$ cat config.mk
export PLATFORM = sky130hd
export DESIGN_NAME = mem_image_loader_ctrl
export DESIGN_NICKNAME = d
export VERILOG_FILES = /design/src/rtl/mem_image_loader_pkg.sv /design/src/rtl/mem_image_loader_ctrl_packer.sv /design/src/rtl/mem_image_loader_ctrl.sv
export SDC_FILE = /design/constraint.sdc
export NUM_CORES = 1
export LEC_CHECK = 0
export BUFFER_PORTS_ARGS = -buffer_cell sky130_fd_sc_hd__buf_2
export CAP_MARGIN = 20
export CELL_PAD_IN_SITES_DETAIL_PLACEMENT = 1
export CELL_PAD_IN_SITES_GLOBAL_PLACEMENT = 1
export CORE_MARGIN = 2
export CORE_UTILIZATION = 35
export DETAILED_ROUTE_END_ITERATION = 10
export HOLD_SLACK_MARGIN = 0.05
export PLACE_DENSITY_LB_ADDON = 0.25
export SYNTH_ARGS = -nofsm -noshare
export SYNTH_HDL_FRONTEND = slang
export SYNTH_SLANG_ARGS = --single-unit
$ cat constraint.sdc
create_clock -name clock -period 3.8 [get_ports clock]
set_input_delay 0.19 -clock clock [delete_from_list [all_inputs] [get_ports clock]]
set_output_delay 0.19 -clock clock [all_outputs]
set_load 0.05 [all_outputs]
$ cat src/rtl/mem_image_loader_pkg.sv
// Shared types and constants for the image loader controller.
package mem_image_loader_pkg;

  localparam int unsigned LANES      = 8;
  localparam int unsigned WORD_BYTES = 8;

  typedef enum logic [2:0] {
    StLoad,
    StWrite,
    StPad,
    StRun,
    StPass,
    StFail
  } state_e;

  // RAM word index of the first image byte.
  function automatic logic [31:0] base_word_idx(input logic [31:0] mem_base,
                                                input logic [31:0] load_base);
    return (load_base - mem_base) >> 3;
  endfunction

endpackage

$ cat src/rtl/mem_image_loader_ctrl_packer.sv
// Packs a little-endian byte stream into 64-bit words, one lane per accepted byte.
module byte_word_packer
  import mem_image_loader_pkg::*;
(
  input  logic        clock,
  input  logic        reset,
  input  logic        clear,
  input  logic        byte_valid,
  input  logic [7:0]  byte_data,
  input  logic        byte_last,
  output logic [63:0] word_data,
  output logic        word_full,
  output logic        word_last
);

  logic [2:0]  lane_q, lane_d;
  logic [63:0] data_q, data_d;
  logic        last_q, last_d;

  always_comb begin
    lane_d = lane_q;
    data_d = data_q;
    last_d = last_q;
    if (clear) begin
      lane_d = '0;
      data_d = '0;
      last_d = 1'b0;
    end else if (byte_valid) begin
      data_d[{lane_q, 3'b000} +: 8] = byte_data;
      lane_d = lane_q + 3'd1;
      last_d = last_q | byte_last;
    end
  end

  always_ff @(posedge clock) begin
    if (reset) begin
      lane_q <= '0;
      data_q <= '0;
      last_q <= 1'b0;
    end else begin
      lane_q <= lane_d;
      data_q <= data_d;
      last_q <= last_d;
    end
  end

  // Asserted while the byte being accepted fills the final lane.
  assign word_full = byte_valid && (lane_q == 3'(LANES - 1));
  assign word_data = data_q;
  assign word_last = last_q;

endmodule

$ cat src/rtl/mem_image_loader_ctrl.sv
// Streams an image into RAM as 64-bit words, holds the core in reset until the load
// completes, then runs the pass/timeout watchdog.
module mem_image_loader_ctrl
  import mem_image_loader_pkg::*;
#(
  parameter logic [31:0] MEM_BASE   = 32'h8000_0000,
  parameter logic [31:0] LOAD_BASE  = 32'h8020_0000,
  parameter logic [31:0] LOAD_BYTES = 32'h0100_0000,
  parameter int unsigned WADDR_W    = 24,
  parameter int unsigned CYC_W      = 64
) (
  input  logic               clock,
  input  logic               reset,
  input  logic [CYC_W-1:0]   max_cycles,
  input  logic               in_valid,
  output logic               in_ready,
  input  logic [7:0]         in_data,
  input  logic               in_last,
  output logic               wr_valid,
  input  logic               wr_ready,
  output logic [WADDR_W-1:0] wr_addr,
  output logic [63:0]        wr_data,
  output logic [7:0]         wr_strb,
  output logic               core_reset,
  input  logic               success,
  output logic               done,
  output logic               failed,
  output logic               timeout,
  output logic               overflow,
  output logic [CYC_W-1:0]   cycle_count,
  output logic [WADDR_W-1:0] load_words
);

  localparam logic [WADDR_W-1:0] BaseIdx  = WADDR_W'(base_word_idx(MEM_BASE, LOAD_BASE));
  localparam logic [WADDR_W-1:0] CapWords = WADDR_W'(LOAD_BYTES / WORD_BYTES);

  state_e             state_q, state_d;
  logic [WADDR_W-1:0] word_idx_q, word_idx_d;
  logic [CYC_W-1:0]   cycle_q, cycle_d;
  logic               done_q, done_d, failed_q, failed_d;
  logic               timeout_q, timeout_d, overflow_q, overflow_d;
  logic               active_q;
  logic               at_cap, byte_acc, pack_clear;
  logic [63:0]        pack_data;
  logic               pack_full, pack_last;

  byte_word_packer u_packer (
    .clock      (clock),
    .reset      (reset),
    .clear      (pack_clear),
    .byte_valid (byte_acc),
    .byte_data  (in_data),
    .byte_last  (in_last),
    .word_data  (pack_data),
    .word_full  (pack_full),
    .word_last  (pack_last)
  );

  assign at_cap   = (word_idx_q == CapWords);
  // active_q keeps in_ready low for the cycle in which reset is released.
  assign in_ready = active_q && (state_q == StLoad) && !at_cap;
  assign byte_acc = in_valid && in_ready;

  always_comb begin
    state_d    = state_q;
    word_idx_d = word_idx_q;
    cycle_d    = cycle_q;
    done_d     = done_q;
    failed_d   = failed_q;
    timeout_d  = timeout_q;
    overflow_d = overflow_q;
    pack_clear = 1'b0;
    wr_valid   = 1'b0;
    wr_data    = '0;
    unique case (state_q)
      StLoad: begin
        if (in_valid && active_q && at_cap) begin
          state_d    = StFail;
          overflow_d = 1'b1;
          failed_d   = 1'b1;
        end else if (byte_acc && (pack_full || in_last)) begin
          state_d = StWrite;
        end
      end
      StWrite: begin
        wr_valid = 1'b1;
        wr_data  = pack_data;
        if (wr_ready) begin
          word_idx_d = word_idx_q + WADDR_W'(1);
          pack_clear = 1'b1;
          if (!pack_last)         state_d = StLoad;
          else if (!word_idx_q[0]) state_d = StPad;  // count after increment is odd
          else                    state_d = StRun;
        end
      end
      StPad: begin
        wr_valid = 1'b1;
        if (wr_ready) begin
          word_idx_d = word_idx_q + WADDR_W'(1);
          state_d    = StRun;
        end
      end
      StRun: begin
        if ((max_cycles != '0) && (cycle_q == max_cycles)) begin
          state_d   = StFail;
          timeout_d = 1'b1;
          failed_d  = 1'b1;
        end else if (success) begin
          state_d = StPass;
          done_d  = 1'b1;
        end else if (cycle_q != '1) begin
          cycle_d = cycle_q + CYC_W'(1);
        end
      end
      StPass, StFail: ;
      default: state_d = StLoad;
    endcase
  end

  always_ff @(posedge clock) begin
    if (reset) begin
      state_q    <= StLoad;
      word_idx_q <= '0;
      cycle_q    <= '0;
      done_q     <= 1'b0;
      failed_q   <= 1'b0;
      timeout_q  <= 1'b0;
      overflow_q <= 1'b0;
      active_q   <= 1'b0;
    end else begin
      state_q    <= state_d;
      word_idx_q <= word_idx_d;
      cycle_q    <= cycle_d;
      done_q     <= done_d;
      failed_q   <= failed_d;
      timeout_q  <= timeout_d;
      overflow_q <= overflow_d;
      active_q   <= 1'b1;
    end
  end

  // The core is released in RUN and stays released unless the image overflowed.
  assign core_reset  = !((state_q == StRun) || (state_q == StPass) ||
                         ((state_q == StFail) && timeout_q));
  assign wr_addr     = BaseIdx + word_idx_q;
  assign wr_strb     = 8'hFF;
  assign done        = done_q;
  assign failed      = failed_q;
  assign timeout     = timeout_q;
  assign overflow    = overflow_q;
  assign cycle_count = cycle_q;
  assign load_words  = word_idx_q;

endmodule

==> flow_summary.yaml <==
layout:
  antenna_cells_inserted: 0
  final-seq-area_um2: 3280
  n_fill_cell: 3058
  layout.cells.most_common: "sky130_fd_sc_hd__buf_2"
  multi_input_area_um2: 5050
  stdcell_count: 1626
  area_growth_syn_to_layout_pct: 23.8
  share_of_layout_cells_above_drive_strength_1_pct: 25.5
  leading_cell_types_in_the_layout_fill_and_taps_excluded: "sky130_fd_sc_hd__buf_2 (259), sky130_fd_sc_hd__dfxtp_1 (164), sky130_fd_sc_hd__nor2_1 (161)"
  finalNetCount: 1370
pwr:
  seqPwrFrac_pct: 44.4
  power.share.switching_pct: 28.9
  leakage_nw: 5.22
  power.ir.vdd_worst_mv: 0.266
  power.density_nw_per_um2: 360
  switchingPower_mw: 1.14
  p_comb_share_pct: 8.4
  power.share.clock_pct: 47.3
  p_int_mw: 2.80
clock_tree:
  num_cts_buffers: 17
  clkTransAtPathRegs_ps: 80
  cts_htree_levels: 4
  clockBufferDepth: 2
  clock-root-buffer: "sky130_fd_sc_hd__clkbuf_16"
  cts_repair_resize_count: 0
  insertion_delay_ps: 440
  tritoncts: "yes"
  cts_post_setup_buffers_inserted: 0
  clock_sink_count: 164
route:
  finalWirelength_mm: 30.1
  drt-vias-per-instance: 5.12
  detailroute.wirelength.met2_mm: 13.9
  detail_route.drc_violations: 0
  drtAntennaViolNets: 0
  detailedRoute.firstPassIterationCount: 4
  detailroute.via_count: 8321
  routed_wire_per_std_cell_um: 18.5
  routedLengthMet1_mm: 14.0
  initialDrtViolationCount: 412
  route.top_layer_used: "met4"
  met3_wire_length_mm: 1.81
timing:
  timing.final.ws_setup_ps: 430
  report.final.slew_viol_count: 0
  headroom_to_the_max_slew_limit_pct: 46.0
  finalSetupTns_ps: 0
  clock_skew_ps: 17.9
  maxClockFrequency_mhz: 297
  grt_setup_unrepaired: "no"
  timing.hold.ws_ps: 80.1
  tightest_slew_ps: 802
  setup_viol: 0
  timing.final.hold_violations: 0
  post-route-min-period_ps: 3370
  fin_crit_sh_pct: 88.7
synthesis:
  muxShareOfSynthArea_pct: 5.91
  synth_adder_area_share_pct: 1.27
  synth_compound_gate_area_share_pct: 4.06
  synth_xor_xnor_area_share_pct: 14.1
  synth_unique_cells: 54
  synth-edff-count: 0
  synthSimpleGateAreaFrac_pct: 31.4
  syn-mean-instance-area_um2: 8.34
  synth_seq_cells: 164
  synth_async_sr_flop_share_pct: 0
  synth.yosys.warnings: 0
  ys_dominant_reg_cell: "sky130_fd_sc_hd__dfxtp_1"
  synth_top_family_by_area: "simple AND/OR/NAND/NOR gates"
  synth_sequential_area_ratio_pct: 37.1
  syn_area_um2: 8840
  syn-instance-count: 1060
worst_setup_path:
  slowest_stage: "sky130_fd_sc_hd__nand3b_1"
  worst-endpoint-arrival_ps: 3740
  timing_worst_setup_path_type: "reg2reg"
  max_fanout_on_critical_path: 9
  cpLargestDelayFamily: "simple AND/OR/NAND/NOR gates"
  critical-path-max-stage-delay_ps: 610
  critical_path_required_ps: 4170
  timing.critical_path.to_type: "flip-flop"
  cp_cell_sequence: "inv_1 > ha_1 > nor4b_1 > nand4_1 > nor4_2 > buf_4 > or2_1 > nor3b_1 > nand3b_1 > or2_0 > a21oi_1"
  startpoint_type: "flip-flop"
  worst-path-buf-inv: 2
floorplanning:
  fp.dieArea_um2: 26600
  row_count: 58
  design.core.area_um2: 25000
  die_width_um: 163
  floorplan.initialDensity_pct: 35.4
  die_y_um: 163
  floorplan.io_pins: 269
grt:
  global_route_wire_length_before_repair_mm: 46.8
  grt_use_total_pct: 22.6
  grt_overflow_total: 0
  grt_pass1_vias: 8350
  initial_antenna_violation_count: 0
  maximum_number_of_pins_on_one_net_before_global_route_repair: 69
place:
  io_buffers: 260
  dp_cells: 1593
  dp_slack_ps: 409
  place.detailed.hpwl_mm: 22.7
  gp_congestion: 0.906
run:
  drv_cap: 0
status:
  run_status: "finished, final reports clean"
hold_path:
  min_path_type: "in2reg"
==> flip-flops by register name, summed over array words and instances, names as in the netlist <==
signal,count
active_q,1
cycle_count,64
done,1
failed,1
load_words,24
overflow,1
state_q,3
timeout,1
u_packer.lane_q,3
u_packer.word_data,64
u_packer.word_last,1
==> worst min-delay path: stages <==
cell	delay [ps]
sky130_fd_sc_hd__buf_2	150
sky130_fd_sc_hd__nand3_1	80
sky130_fd_sc_hd__a21oi_1	50
==> cells by family after synthesis <==
kind of cell    Yosys count
simple gates            527
flops                   164
xor+xnor                142
buf+inv                 107
compound gates           58
mux                      52
fa+ha+maj                 9
other cells               1
==> power groups by stage <==
stage	Combinational (mW)	Clock (mW)	Sequential, mW
global route	0.361	1.99	1.75
CTS	0.334	1.91	1.75
global placement	0.327	0	1.79
detailed placement	0.331	0	1.79
floorplan	0.212	0	1.78
finish	0.330	1.86	1.75
==> per-layer routing <==
metal | GRT usage (%) | vias to the layer above
li1 | - | 4021
met1 | 30.4 | 4054
met2 | 36.7 | 217
met3 | 5.27 | 29
met4 | 5.63 | 0
met5 | 0 | -
==> area by class of cell <==
cell class / count / share of cell area [%]
clock inverters: 15 / 2.10
clock buffers: 17 / 3.89
well taps: 330 / 3.77
flip-flops and latches: 164 / 30.0
multi-input cells: 796 / 46.2
inverters: 25 / 0.857
repair buffers: 279 / 13.2
==> Yosys cell counts (6+ instances only) <==
master | number | share of area (%)
sky130_fd_sc_hd__dfxtp_1 | 164 | 37
sky130_fd_sc_hd__nor2_1 | 161 | 6.8
sky130_fd_sc_hd__xor2_1 | 121 | 12
sky130_fd_sc_hd__and2_1 | 77 | 5.4
sky130_fd_sc_hd__nand2_1 | 63 | 2.7
sky130_fd_sc_hd__mux2i_1 | 50 | 5.7
sky130_fd_sc_hd__nand4_1 | 48 | 3.4
sky130_fd_sc_hd__nand3_1 | 46 | 2.6
sky130_fd_sc_hd__nor4_1 | 41 | 2.9
sky130_fd_sc_hd__clkbuf_1 | 39 | 1.7
sky130_fd_sc_hd__a21oi_1 | 33 | 1.9
sky130_fd_sc_hd__buf_4 | 26 | 2.2
sky130_fd_sc_hd__inv_1 | 24 | 1.0
sky130_fd_sc_hd__xnor2_1 | 21 | 2.1
sky130_fd_sc_hd__and3_1 | 20 | 1.4
sky130_fd_sc_hd__buf_2 | 12 | 0.68
sky130_fd_sc_hd__and4_1 | 11 | 1.1
sky130_fd_sc_hd__nor3_1 | 11 | 0.62
sky130_fd_sc_hd__ha_1 | 9 | 1.3
sky130_fd_sc_hd__or4_1 | 8 | 0.68
sky130_fd_sc_hd__o21ai_0 | 6 | 0.34
==> worst paths after layout <==
path         slack, ps  cells after the start                                start                                  end
max                430                     11           load_words[0]$_SDFFE_PP0P_  u_packer.word_data[47]$_SDFFE_PP0P_
max reg2reg        430                     11           load_words[0]$_SDFFE_PP0P_  u_packer.word_data[47]$_SDFFE_PP0P_
min reg2reg        450                      2  u_packer.word_data[25]$_SDFFE_PP0P_  u_packer.word_data[25]$_SDFFE_PP0P_
min                 80                      3                           in_data[7]  u_packer.word_data[39]$_SDFFE_PP0P_
==> timing repair <==
action,in CTS,in global routing
setup endpoints to repair,0,0
hold buffers,1,0
hold endpoints to repair,1,0
==> stage by stage <==
step	utilization, %	total power [mW]	cell area (um2)
final	43.9	3.94	10900
after global routing	43.9	4.10	10900
after CTS	43.9	3.99	10900
after detailed placement	41.2	2.12	10300
after global placement	41.2	2.11	10300
after floorplan	-	1.99	8870
Note: power is estimated with default switching activity, not from simulation.
